==> config.mk <==
export PLATFORM = sky130hd
export DESIGN_NAME = red_centroid_tracker_flat
export DESIGN_NICKNAME = d
export VERILOG_FILES = /design/src/rtl/red_centroid_tracker_if.sv /design/src/rtl/red_centroid_tracker.sv /design/src/flat_wrapper.sv
export SDC_FILE = /design/constraint.sdc
export NUM_CORES = 1
export LEC_CHECK = 0
export CAP_MARGIN = 20
export CORE_AREA = 5 5 169 171
export CTS_CLUSTER_DIAMETER = 80
export DETAILED_ROUTE_END_ITERATION = 10
export DIE_AREA = 0 0 174 176
export PLACE_DENSITY = 0.91
export SLEW_MARGIN = 40
export SYNTH_ARGS = -nofsm -noshare
export SYNTH_HDL_FRONTEND = slang
export SYNTH_SLANG_ARGS = --single-unit
==> constraint.sdc <==
create_clock -name vga_clk -period 4.62 [get_ports vga_clk]
set_input_delay 0.924 -clock vga_clk [delete_from_list [all_inputs] [get_ports vga_clk]]
set_output_delay 0.924 -clock vga_clk [all_outputs]
set_load 0.02 [all_outputs]
==> src/rtl/red_centroid_tracker_if.sv <==
`timescale 1ns/1ps
// Pixel stream in, centroid results out, for red_centroid_tracker.
// The master side drives pixels and sync; the slave side (the tracker) drives results.
interface red_centroid_tracker_if #(
  parameter int unsigned CntW = 20
);
  logic [11:0]     red;
  logic [11:0]     green;
  logic [11:0]     blue;
  logic            dval;
  logic [10:0]     x;
  logic [10:0]     y;
  logic            vga_vs;

  logic            mask;
  logic [10:0]     x_center;
  logic [10:0]     y_center;
  logic [CntW-1:0] pix_count;
  logic            locked;
  logic            valid;
  logic [43:0]     box;

  modport master (
    output red, green, blue, dval, x, y, vga_vs,
    input  mask, x_center, y_center, pix_count, locked, valid, box
  );

  modport slave (
    input  red, green, blue, dval, x, y, vga_vs,
    output mask, x_center, y_center, pix_count, locked, valid, box
  );
endinterface

==> src/rtl/red_centroid_tracker.sv <==
`timescale 1ns/1ps
// Red-target classifier with per-frame centroid computed by a serial restoring divider.
// Define RED_TRACK_BBOX_EN to also track the red-pixel bounding box on the box output.
module red_centroid_tracker #(
  parameter logic [11:0] Thresh = 12'd256,
  parameter int unsigned MinPix = 64,
  parameter int unsigned CntW   = 20
) (
  input logic                  vga_clk,
  input logic                  rst_n,
  red_centroid_tracker_if.slave bus
);

  localparam int unsigned       QuoW     = CntW + 11;
  localparam int unsigned       StepW    = $clog2(QuoW);
  localparam logic [CntW-1:0]   CntMax   = '1;
  localparam logic [CntW-1:0]   CntOne   = CntW'(1);
  localparam logic [CntW-1:0]   MinPixW  = CntW'(MinPix);
  localparam logic [StepW-1:0]  StepLast = StepW'(QuoW - 1);
  localparam logic [StepW-1:0]  StepOne  = StepW'(1);

  typedef enum logic [1:0] {StIdle, StDiv, StDone} state_e;

  state_e            state_q;
  logic              vs_q;
  logic              mask_q;
  logic              sat_q;
  logic [CntW-1:0]   cnt_q;
  logic [QuoW-1:0]   sx_q;
  logic [QuoW-1:0]   sy_q;

  logic              pend_q;
  logic              sat_snap_q;
  logic [CntW-1:0]   dvs_q;
  logic [QuoW-1:0]   dvd_x_q;
  logic [QuoW-1:0]   dvd_y_q;
  logic [CntW-1:0]   rem_x_q;
  logic [CntW-1:0]   rem_y_q;
  logic [StepW-1:0]  step_q;

  logic [10:0]       x_center_q;
  logic [10:0]       y_center_q;
  logic [CntW-1:0]   pix_count_q;
  logic              locked_q;
  logic              valid_q;

  // Classification, 13-bit compares so G/B + Thresh cannot wrap.
  logic [12:0] r_ext;
  logic [12:0] g_lim;
  logic [12:0] b_lim;
  logic        red_hit;
  logic        frame_end;

  always_comb begin
    r_ext     = {1'b0, bus.red};
    g_lim     = {1'b0, bus.green} + {1'b0, Thresh};
    b_lim     = {1'b0, bus.blue} + {1'b0, Thresh};
    red_hit   = bus.dval & (r_ext > g_lim) & (r_ext > b_lim);
    frame_end = ~bus.vga_vs & vs_q;
  end

  // Per-frame accumulators; a red pixel on the frame-end cycle is dropped.
  always_ff @(posedge vga_clk or negedge rst_n) begin
    if (!rst_n) begin
      vs_q   <= 1'b1;
      mask_q <= 1'b0;
      sat_q  <= 1'b0;
      cnt_q  <= '0;
      sx_q   <= '0;
      sy_q   <= '0;
    end else begin
      vs_q   <= bus.vga_vs;
      mask_q <= red_hit;
      if (frame_end) begin
        sat_q <= 1'b0;
        cnt_q <= '0;
        sx_q  <= '0;
        sy_q  <= '0;
      end else if (red_hit) begin
        if (cnt_q == CntMax) begin
          sat_q <= 1'b1;
        end else begin
          cnt_q <= cnt_q + CntOne;
          sx_q  <= sx_q + QuoW'(bus.x);
          sy_q  <= sy_q + QuoW'(bus.y);
        end
      end
    end
  end

  // One restoring step per cycle for both axes; divisor is never below MinPix here.
  logic [CntW:0]   trial_x;
  logic [CntW:0]   trial_y;
  logic            ge_x;
  logic            ge_y;
  logic [CntW-1:0] rem_x_nxt;
  logic [CntW-1:0] rem_y_nxt;

  always_comb begin
    trial_x   = {rem_x_q, dvd_x_q[QuoW-1]};
    trial_y   = {rem_y_q, dvd_y_q[QuoW-1]};
    ge_x      = trial_x >= {1'b0, dvs_q};
    ge_y      = trial_y >= {1'b0, dvs_q};
    rem_x_nxt = ge_x ? trial_x[CntW-1:0] - dvs_q : trial_x[CntW-1:0];
    rem_y_nxt = ge_y ? trial_y[CntW-1:0] - dvs_q : trial_y[CntW-1:0];
  end

  // Snapshot is taken only when idle; the lock decision happens one cycle later.
  always_ff @(posedge vga_clk or negedge rst_n) begin
    if (!rst_n) begin
      state_q     <= StIdle;
      pend_q      <= 1'b0;
      sat_snap_q  <= 1'b0;
      dvs_q       <= '0;
      dvd_x_q     <= '0;
      dvd_y_q     <= '0;
      rem_x_q     <= '0;
      rem_y_q     <= '0;
      step_q      <= '0;
      x_center_q  <= '0;
      y_center_q  <= '0;
      pix_count_q <= '0;
      locked_q    <= 1'b0;
      valid_q     <= 1'b0;
    end else begin
      valid_q <= 1'b0;
      pend_q  <= 1'b0;
      unique case (state_q)
        StIdle: begin
          if (frame_end) begin
            dvd_x_q    <= sx_q;
            dvd_y_q    <= sy_q;
            dvs_q      <= cnt_q;
            sat_snap_q <= sat_q;
            pend_q     <= 1'b1;
          end else if (pend_q) begin
            if (dvs_q >= MinPixW && !sat_snap_q) begin
              state_q <= StDiv;
              rem_x_q <= '0;
              rem_y_q <= '0;
              step_q  <= '0;
            end else begin
              pix_count_q <= dvs_q;
              locked_q    <= 1'b0;
              valid_q     <= 1'b1;
            end
          end
        end
        StDiv: begin
          dvd_x_q <= {dvd_x_q[QuoW-2:0], ge_x};
          dvd_y_q <= {dvd_y_q[QuoW-2:0], ge_y};
          rem_x_q <= rem_x_nxt;
          rem_y_q <= rem_y_nxt;
          step_q  <= step_q + StepOne;
          if (step_q == StepLast) begin
            state_q <= StDone;
          end
        end
        StDone: begin
          x_center_q  <= dvd_x_q[10:0];
          y_center_q  <= dvd_y_q[10:0];
          pix_count_q <= dvs_q;
          locked_q    <= 1'b1;
          valid_q     <= 1'b1;
          state_q     <= StIdle;
        end
        default: state_q <= StIdle;
      endcase
    end
  end

`ifdef RED_TRACK_BBOX_EN
  logic [10:0] xmin_q;
  logic [10:0] xmax_q;
  logic [10:0] ymin_q;
  logic [10:0] ymax_q;
  logic [43:0] box_snap_q;
  logic [43:0] box_q;

  // Min trackers rest at 2047 so the first red pixel of a frame always wins.
  always_ff @(posedge vga_clk or negedge rst_n) begin
    if (!rst_n) begin
      xmin_q <= 11'h7ff;
      xmax_q <= '0;
      ymin_q <= 11'h7ff;
      ymax_q <= '0;
    end else if (frame_end) begin
      xmin_q <= 11'h7ff;
      xmax_q <= '0;
      ymin_q <= 11'h7ff;
      ymax_q <= '0;
    end else if (red_hit) begin
      if (bus.x < xmin_q) xmin_q <= bus.x;
      if (bus.x > xmax_q) xmax_q <= bus.x;
      if (bus.y < ymin_q) ymin_q <= bus.y;
      if (bus.y > ymax_q) ymax_q <= bus.y;
    end
  end

  always_ff @(posedge vga_clk or negedge rst_n) begin
    if (!rst_n) begin
      box_snap_q <= '0;
      box_q      <= '0;
    end else begin
      if (frame_end && state_q == StIdle) begin
        box_snap_q <= {xmin_q, xmax_q, ymin_q, ymax_q};
      end
      if (state_q == StDone) begin
        box_q <= box_snap_q;
      end
    end
  end

  assign bus.box = box_q;
`else
  assign bus.box = 44'd0;
`endif

  assign bus.mask      = mask_q;
  assign bus.x_center  = x_center_q;
  assign bus.y_center  = y_center_q;
  assign bus.pix_count = pix_count_q;
  assign bus.locked    = locked_q;
  assign bus.valid     = valid_q;

endmodule

==> src/flat_wrapper.sv <==
// flat-port wrapper written by rule: the top's interface ports become plain ports
module red_centroid_tracker_flat 
#(
  parameter logic [11:0] Thresh = 12'd256,
  parameter int unsigned MinPix = 64,
  parameter int unsigned CntW   = 20
)
  (vga_clk, rst_n, bus_red, bus_green, bus_blue, bus_dval, bus_x, bus_y, bus_vga_vs, bus_mask, bus_x_center, bus_y_center, bus_pix_count, bus_locked, bus_valid, bus_box);
  red_centroid_tracker_if #(.CntW(CntW)) bus_i ();
  input logic vga_clk;
  input logic rst_n;
  input wire logic [$bits(bus_i.red)-1:0] bus_red;
  input wire logic [$bits(bus_i.green)-1:0] bus_green;
  input wire logic [$bits(bus_i.blue)-1:0] bus_blue;
  input wire logic [$bits(bus_i.dval)-1:0] bus_dval;
  input wire logic [$bits(bus_i.x)-1:0] bus_x;
  input wire logic [$bits(bus_i.y)-1:0] bus_y;
  input wire logic [$bits(bus_i.vga_vs)-1:0] bus_vga_vs;
  output wire logic [$bits(bus_i.mask)-1:0] bus_mask;
  output wire logic [$bits(bus_i.x_center)-1:0] bus_x_center;
  output wire logic [$bits(bus_i.y_center)-1:0] bus_y_center;
  output wire logic [$bits(bus_i.pix_count)-1:0] bus_pix_count;
  output wire logic [$bits(bus_i.locked)-1:0] bus_locked;
  output wire logic [$bits(bus_i.valid)-1:0] bus_valid;
  output wire logic [$bits(bus_i.box)-1:0] bus_box;
  assign bus_i.red = bus_red;
  assign bus_i.green = bus_green;
  assign bus_i.blue = bus_blue;
  assign bus_i.dval = bus_dval;
  assign bus_i.x = bus_x;
  assign bus_i.y = bus_y;
  assign bus_i.vga_vs = bus_vga_vs;
  assign bus_mask = bus_i.mask;
  assign bus_x_center = bus_i.x_center;
  assign bus_y_center = bus_i.y_center;
  assign bus_pix_count = bus_i.pix_count;
  assign bus_locked = bus_i.locked;
  assign bus_valid = bus_i.valid;
  assign bus_box = bus_i.box;
  red_centroid_tracker #(.Thresh(Thresh), .MinPix(MinPix), .CntW(CntW)) u_core (.vga_clk(vga_clk), .rst_n(rst_n), .bus(bus_i));
endmodule
==> results.txt, run 1 <==
Synth async-reset ratio: 1.000
cell area after synthesis: 0.01576 mm²
maximum number of pins on one net before global-route repair: 155
register area: 0.006507 mm²
H-tree levels: 1
initial antenna violation count: 0
cts-stage hold buffer count: 0
Setup Viol. Count Final: 0
RSZ-0062 raised after global routing: false
Yosys warnings: 0
All-Layer GR Usage: 0.2567
Hold WS: 267.0 ps
Synth top area share: 0.4113
CTS Sinks: 260
Post-CTS Setup Bufs: 0
detailed-route DRC error count: 0
final clock skew: 11.00 ps
DP Worst Slack: 329.8 ps
Critical Setup Path Class: in -> reg
post_cts resized: 0
Clk Latency, worst-skew pair: 550 ps
Main synth FF type: dfrtp_1
worst vdd ir: 0.3444 mV
#FFs+latches synth: 260
Mean Syn Cell Area: 9.538 µm²
share of cells above drive strength 1: 0.08778
Final nets: 1880
Syn Inst Count: 1652
row cnt: 60
Power Dens Cells: 647.8 mW/mm²
required time of the worst setup path: 5050 ps
area of the die: 0.03062 mm²
Rel. slew slack: 0.4372
Fillers: 1934
routed wire length: 39.93 mm
reg-to-reg startpoint: u_core.dvs_q[10]
Worst-path clk slew: 60 ps
period utilization: 0.8285
R2R depth: 11
count of final max-slew check failures: 0
CTS tree: built
DRT iter0 DRCs: 1211
worst slew pin tran: 844.2 ps
dpl hpwl: 26.93 mm
Seq/Total Area, Yosys: 0.4130
Crit Path Max Fanout: 28
CP arrival: 4250 ps
worst hold path class: in -> async
ant diodes: 0
first-pass GRT wire length: 66.36 mm
P&R area growth vs syn: 13.77%
top cells by instance count after synthesis: dfrtp_1 (259), nand2_1 (207), o21ai_0 (123), nor2_1 (93), ha_1 (91)
GR Overflow Total: 0
Core Area: 0.02673 mm²
post-layout min period: 3828 ps
Initial Util: 0.5896
port bufs: 106
Pre-antenna DRT Iters: 5
worst setup margin: 792.4 ps
Leak: 7.907 nW
largest area contributor in the netlist: dfrtp_1
Cell variety after synth: 74
power consumption: 11.61 mW
top post-synthesis cells by area: dfrtp_1 (41%), ha_1 (7.2%), mux2i_1 (5.1%), nand2_1 (4.9%), o21ai_0 (3.9%)
total CTS buffers: 27
Post-synth EDFFs: 0
crit path capture type: flop
drt wl/cell: 19.16 µm
Die H: 176 µm
count leader, synth: dfrtp_1
routability cong.: 0.9080
Max Cap Viol: 0
startpoint types: input port
status: finished, final reports clean
Crit. Startpoint: bus_blue[8]
detail-routed via count per cell: 6.238
DR vias: 13000
Final Hold Vio Count: 0
clk root buf: clkbuf_16
Final ANT Viol Nets: 0
vias in the first global route: 13340
Fin Setup TNS: 0 ps
footprint of the multi-input gates: 0.008572 mm²
# IOs: 151
Peak Freq: 261.3 MHz
largest buffer count on any clock path: 3
Die X: 174 µm
[cell families (layout without fill, tap and decap cells)]
logic type               count (synthesis)  count (layout)  synth area share
AO/OA/AOI/OAI                          370             370            0.1591
XOR/XNOR                                84              84           0.04669
adder cells (fa/ha/maj)                 95              95           0.07734
buffers and inverters                  184             232           0.05630
flip-flops                             260             260            0.4130
multiplexers                           125             125           0.08298
other                                    1              44         0.0002380
AND/OR/NAND/NOR                        533             533            0.1644
[per-stage QoR]
step,cell area [µm²],instances,utilization
global placement,16990,2034,0.6355
CTS,17890,2083,0.6695
global route,17930,2084,0.6707
finish,17930,2084,0.6707
detailed placement,16990,2034,0.6355
floorplan,15920,1695,-
[registers in the layout, summed over array words and instances, names as in the netlist, 2 cells and up]
register              cells
u_core.rem_x_q           20
u_core.dvd_x_q           31
u_core.cnt_q             20
u_core.rem_y_q           20
u_core.bus.pix_count     20
u_core.sx_q              31
u_core.sy_q              31
u_core.dvd_y_q           31
u_core.bus.y_center      11
u_core.bus.x_center      11
u_core.state_q            2
u_core.step_q             5
u_core.dvs_q             20
[power breakdown]
| part | internal, mW | switching [mW] |
|---|---|---|
| logic | 2.43 | 3.41 |
| registers | 2.96 | 0.565 |
| clock network | 1.31 | 0.941 |
[worst paths after layout]
| path | end | slack, ps |
|---|---|---|
| worst max-delay path | u_core.sy_q[8] | 790 |
| worst min-delay path | u_core.rem_y_q[4] | 270 |
| worst max register to register | u_core.rem_x_q[10] | 880 |
| worst min register to register | u_core.dvd_x_q[30] | 480 |
| max in group asynchronous | u_core.vs_q | 3290 |
| min in group vga_clk | u_core.dvd_x_q[30] | 480 |
[layout make-up]
type	instances	area share
sequential	260	0.3630
clock inverter	14	0.009074
inverter	54	0.01131
multi-input combinational	1251	0.4782
clock buffer	35	0.04160
tap	341	0.02380
timing repair buffer	129	0.07301
[layout by cell type, fill, tap and decap left out, types with 12 or more instances in the layout]
master / netlist / final
a21o_1: 30 / 30
a21oi_1: 63 / 63
a31oi_1: 14 / 13
and2_1: 12 / 12
and3_1: 20 / 20
buf_4: 47 / 18
clkbuf_16: 0 / 27
clkdlybuf4s50_1: 0 / 105
conb_1: 1 / 44
dfrtp_1: 259 / 259
ha_1: 91 / 91
inv_1: 54 / 54
mux2_2: 45 / 45
mux2i_1: 80 / 80
nand2_1: 207 / 207
nand3_1: 43 / 43
nand4_1: 27 / 27
nor2_1: 93 / 93
nor3_1: 28 / 26
nor4_1: 19 / 19
o2111ai_1: 15 / 15
o211ai_1: 13 / 13
o21a_1: 16 / 16
o21ai_0: 123 / 122
o31ai_1: 27 / 27
or4_1: 12 / 12
xnor2_1: 60 / 60
xor2_1: 24 / 24
[routing by layer]
| metal | up-vias | wire, µm | GRT usage |
|---|---|---|---|
| li1 | 5992 | - | - |
| met1 | 6312 | 15380 | 0.3090 |
| met2 | 571 | 19810 | 0.4524 |
| met3 | 124 | 2980 | 0.05203 |
| met4 | 0 | 1761 | 0.1052 |
| met5 | - | 0 | 0 |
[critical path, cell delays in order]
cell and delay (ps):
clkdlybuf4s50_1 450, ha_1 240, xnor2_1 130, ha_1 290, nand4_1 130, or4_1 520
and3_1 230, a31oi_4 200, buf_4 240, or2_1 310, buf_4 350, nand2_1 130
o41ai_1 90
Power figures use the tool's default switching activity.
==> run 2: changes to the inputs <==
CORE_AREA = 5 5 171 173   (was 5 5 169 171)
DIE_AREA = 0 0 176 178   (was 0 0 174 176)
PLACE_DENSITY = 0.89   (was 0.91)
clock period = 3.8 ns   (was 4.62 ns; I/O delays follow)
==> results.txt, run 2 (synthesized netlist as in run 1, its figures left out) <==
# IOs: 151 (unchanged)
drt wl/cell: 18.44 µm (-3.8%)
Crit Path Max Fanout: 10 (-64%)
Setup Viol. Count Final: 0 (unchanged)
Fin Setup TNS: 0 ps (unchanged)
CTS tree: built
post_cts resized: 0 (unchanged)
worst setup margin: 365.4 ps (-427.0 ps)
Fillers: 2053 (+6.2%)
worst vdd ir: 0.4830 mV (+40%)
row cnt: 61 (+1.7%)
RSZ-0062 raised after global routing: false
Die X: 176 µm (+1.1%)
total CTS buffers: 28 (+3.7%)
startpoint types: input port
DRT iter0 DRCs: 1055 (-13%)
status: finished, final reports clean
clk root buf: clkbuf_16
detailed-route DRC error count: 0 (unchanged)
CTS Sinks: 260 (unchanged)
initial antenna violation count: 0 (unchanged)
placed cells: 2060 (+1.3%)
most frequent cells in the layout: dfrtp_1 (259), nand2_1 (207), o21ai_0 (122)
DR vias: 12940 (-0.48%)
Post-CTS Setup Bufs: 0 (unchanged)
most used cell, CP: a2111oi_4
routability cong.: 0.8952 (-1.4%)
share of cells above drive strength 1: 0.09966 (+0.01188)
worst hold path class: in -> async
Rel. slew slack: 0.4152 (-0.02202)
Worst-path clk slew: 60 ps (about the same)
Final ANT Viol Nets: 0 (unchanged)
ant diodes: 0 (unchanged)
Leak: 8.024 nW (+1.5%)
Hold WS: 209.9 ps (-57.08 ps)
Final Hold Vio Count: 0 (unchanged)
period utilization: 0.9038
H-tree levels: 1 (unchanged)
CP delay by family, top: compound AO/OA/AOI/OAI gates
Max Cap Viol: 0 (unchanged)
required time of the worst setup path: 4290 ps (-760 ps)
CP max-delay cell: clkdlybuf4s50_1
crit path capture type: flop
cell-by-cell trace of the critical path: clkdlybuf4s50_1 -> ha_1 -> fa_1 -> a21o_1 -> a211o_1 -> a2111oi_4 -> nor3_2 -> a2111oi_4 -> buf_4 -> nor3_4 -> a31o_1 -> a21oi_2
count of final max-slew check failures: 0 (unchanged)
maximum number of pins on one net before global-route repair: 111 (-28%)
All-Layer GR Usage: 0.2465 (-0.01021)
worst slew pin tran: 877.2 ps (+33.03 ps)
Final Non-Filler Cells: 2112 (+1.3%)
first-pass GRT wire length: 64.39 mm (-3.0%)
area of the die: 0.03133 mm² (+2.3%)
WP buf/inv: 2 (-1)
commonest non-fill, non-tap cell in the layout: dfrtp_1
Initial Util: 0.5735 (-0.01611)
Die H: 178 µm (+1.1%)
Final nets: 1901 (+1.1%)
Pre-antenna DRT Iters: 5 (unchanged)
Core Area: 0.02748 mm² (+2.8%)
vias in the first global route: 13100 (-1.8%)
largest buffer count on any clock path: 3 (unchanged)
cts-stage hold buffer count: 0 (unchanged)
Peak Freq: 291.2 MHz
P&R area growth vs syn: 15.01%
detail-routed via count per cell: 6.125 (-1.8%)
port bufs: 106 (unchanged)
CP arrival: 3920 ps (-330 ps)
Power Dens Cells: 782.7 mW/mm² (+21%)
GR Overflow Total: 0 (unchanged)
Critical Setup Path Class: in -> reg
dpl hpwl: 27.12 mm (+0.71%)
routed wire length: 38.94 mm (-2.5%)
CP peak stage delay: 420 ps (-100 ps)
post-layout min period: 3435 ps
final clock skew: 23.24 ps (+12.23 ps)
DP Worst Slack: -183.6 ps (-513.4 ps)
Clk Latency, worst-skew pair: 570 ps (+20 ps)
[run 2: layout make-up]
type                    instances  area [µm²]  area share
multi-input cells            1251        8567      0.4728
repair buffers                149        1464     0.08078
well taps                     346       432.9     0.02389
clock buffers                  38       808.3     0.04460
flip-flops and latches        260        6507      0.3591
clock inverters                14       138.9    0.007664
inverters                      54       202.7     0.01119
[run 2: layer usage]
metal,GRT usage,vias to the layer above,share of wire
met1,0.3050,6327,0.40
met4,0.09714,0,0.041
li1,-,6032,-
met3,0.04070,104,0.062
met5,0,-,0
met2,0.4336,474,0.49
[run 2: worst register-to-register path: cells and delay by family, from the launching register on]
kind / cells / cell delay, ps
mux: 1 / 150
buf+inv: 2 / 460
simple gates: 1 / 160
flops: 1 / 490
compound gates: 6 / 1700
fa+ha+maj: 1 / 310
[run 2: where the power goes]
group	internal [mW]	total, mW	switching [mW]
sequential	3.60	4.26	0.658
combinational	3.07	7.18	4.11
clock	1.57	2.75	1.17
total	8.25	14.2	5.94
[run 2: stage by stage]
step                      instance area (µm²)  utilization  power, mW
after floorplan                         15920            -      9.397
after global placement                  17170       0.6250      10.93
after detailed placement                17170       0.6250      11.30
after CTS                               18120       0.6595      14.13
after global routing                    18120       0.6595      15.19
final                                   18120       0.6595      14.18
[run 2: final timing paths]
kind                                          from                 end  slack, ps  cells after the start
worst max register to register     u_core.dvs_q[1]   u_core.rem_x_q[0]        400                     11
max in group asynchronous                    rst_n         u_core.vs_q       2690                      2
worst max-delay path                      bus_y[0]     u_core.sy_q[26]        370                     12
worst min-delay path                         rst_n   u_core.rem_x_q[7]        210                      1
worst min register to register  u_core.dvd_x_q[22]  u_core.dvd_x_q[23]        470                      2
min in group vga_clk            u_core.dvd_x_q[22]  u_core.dvd_x_q[23]        470                      2
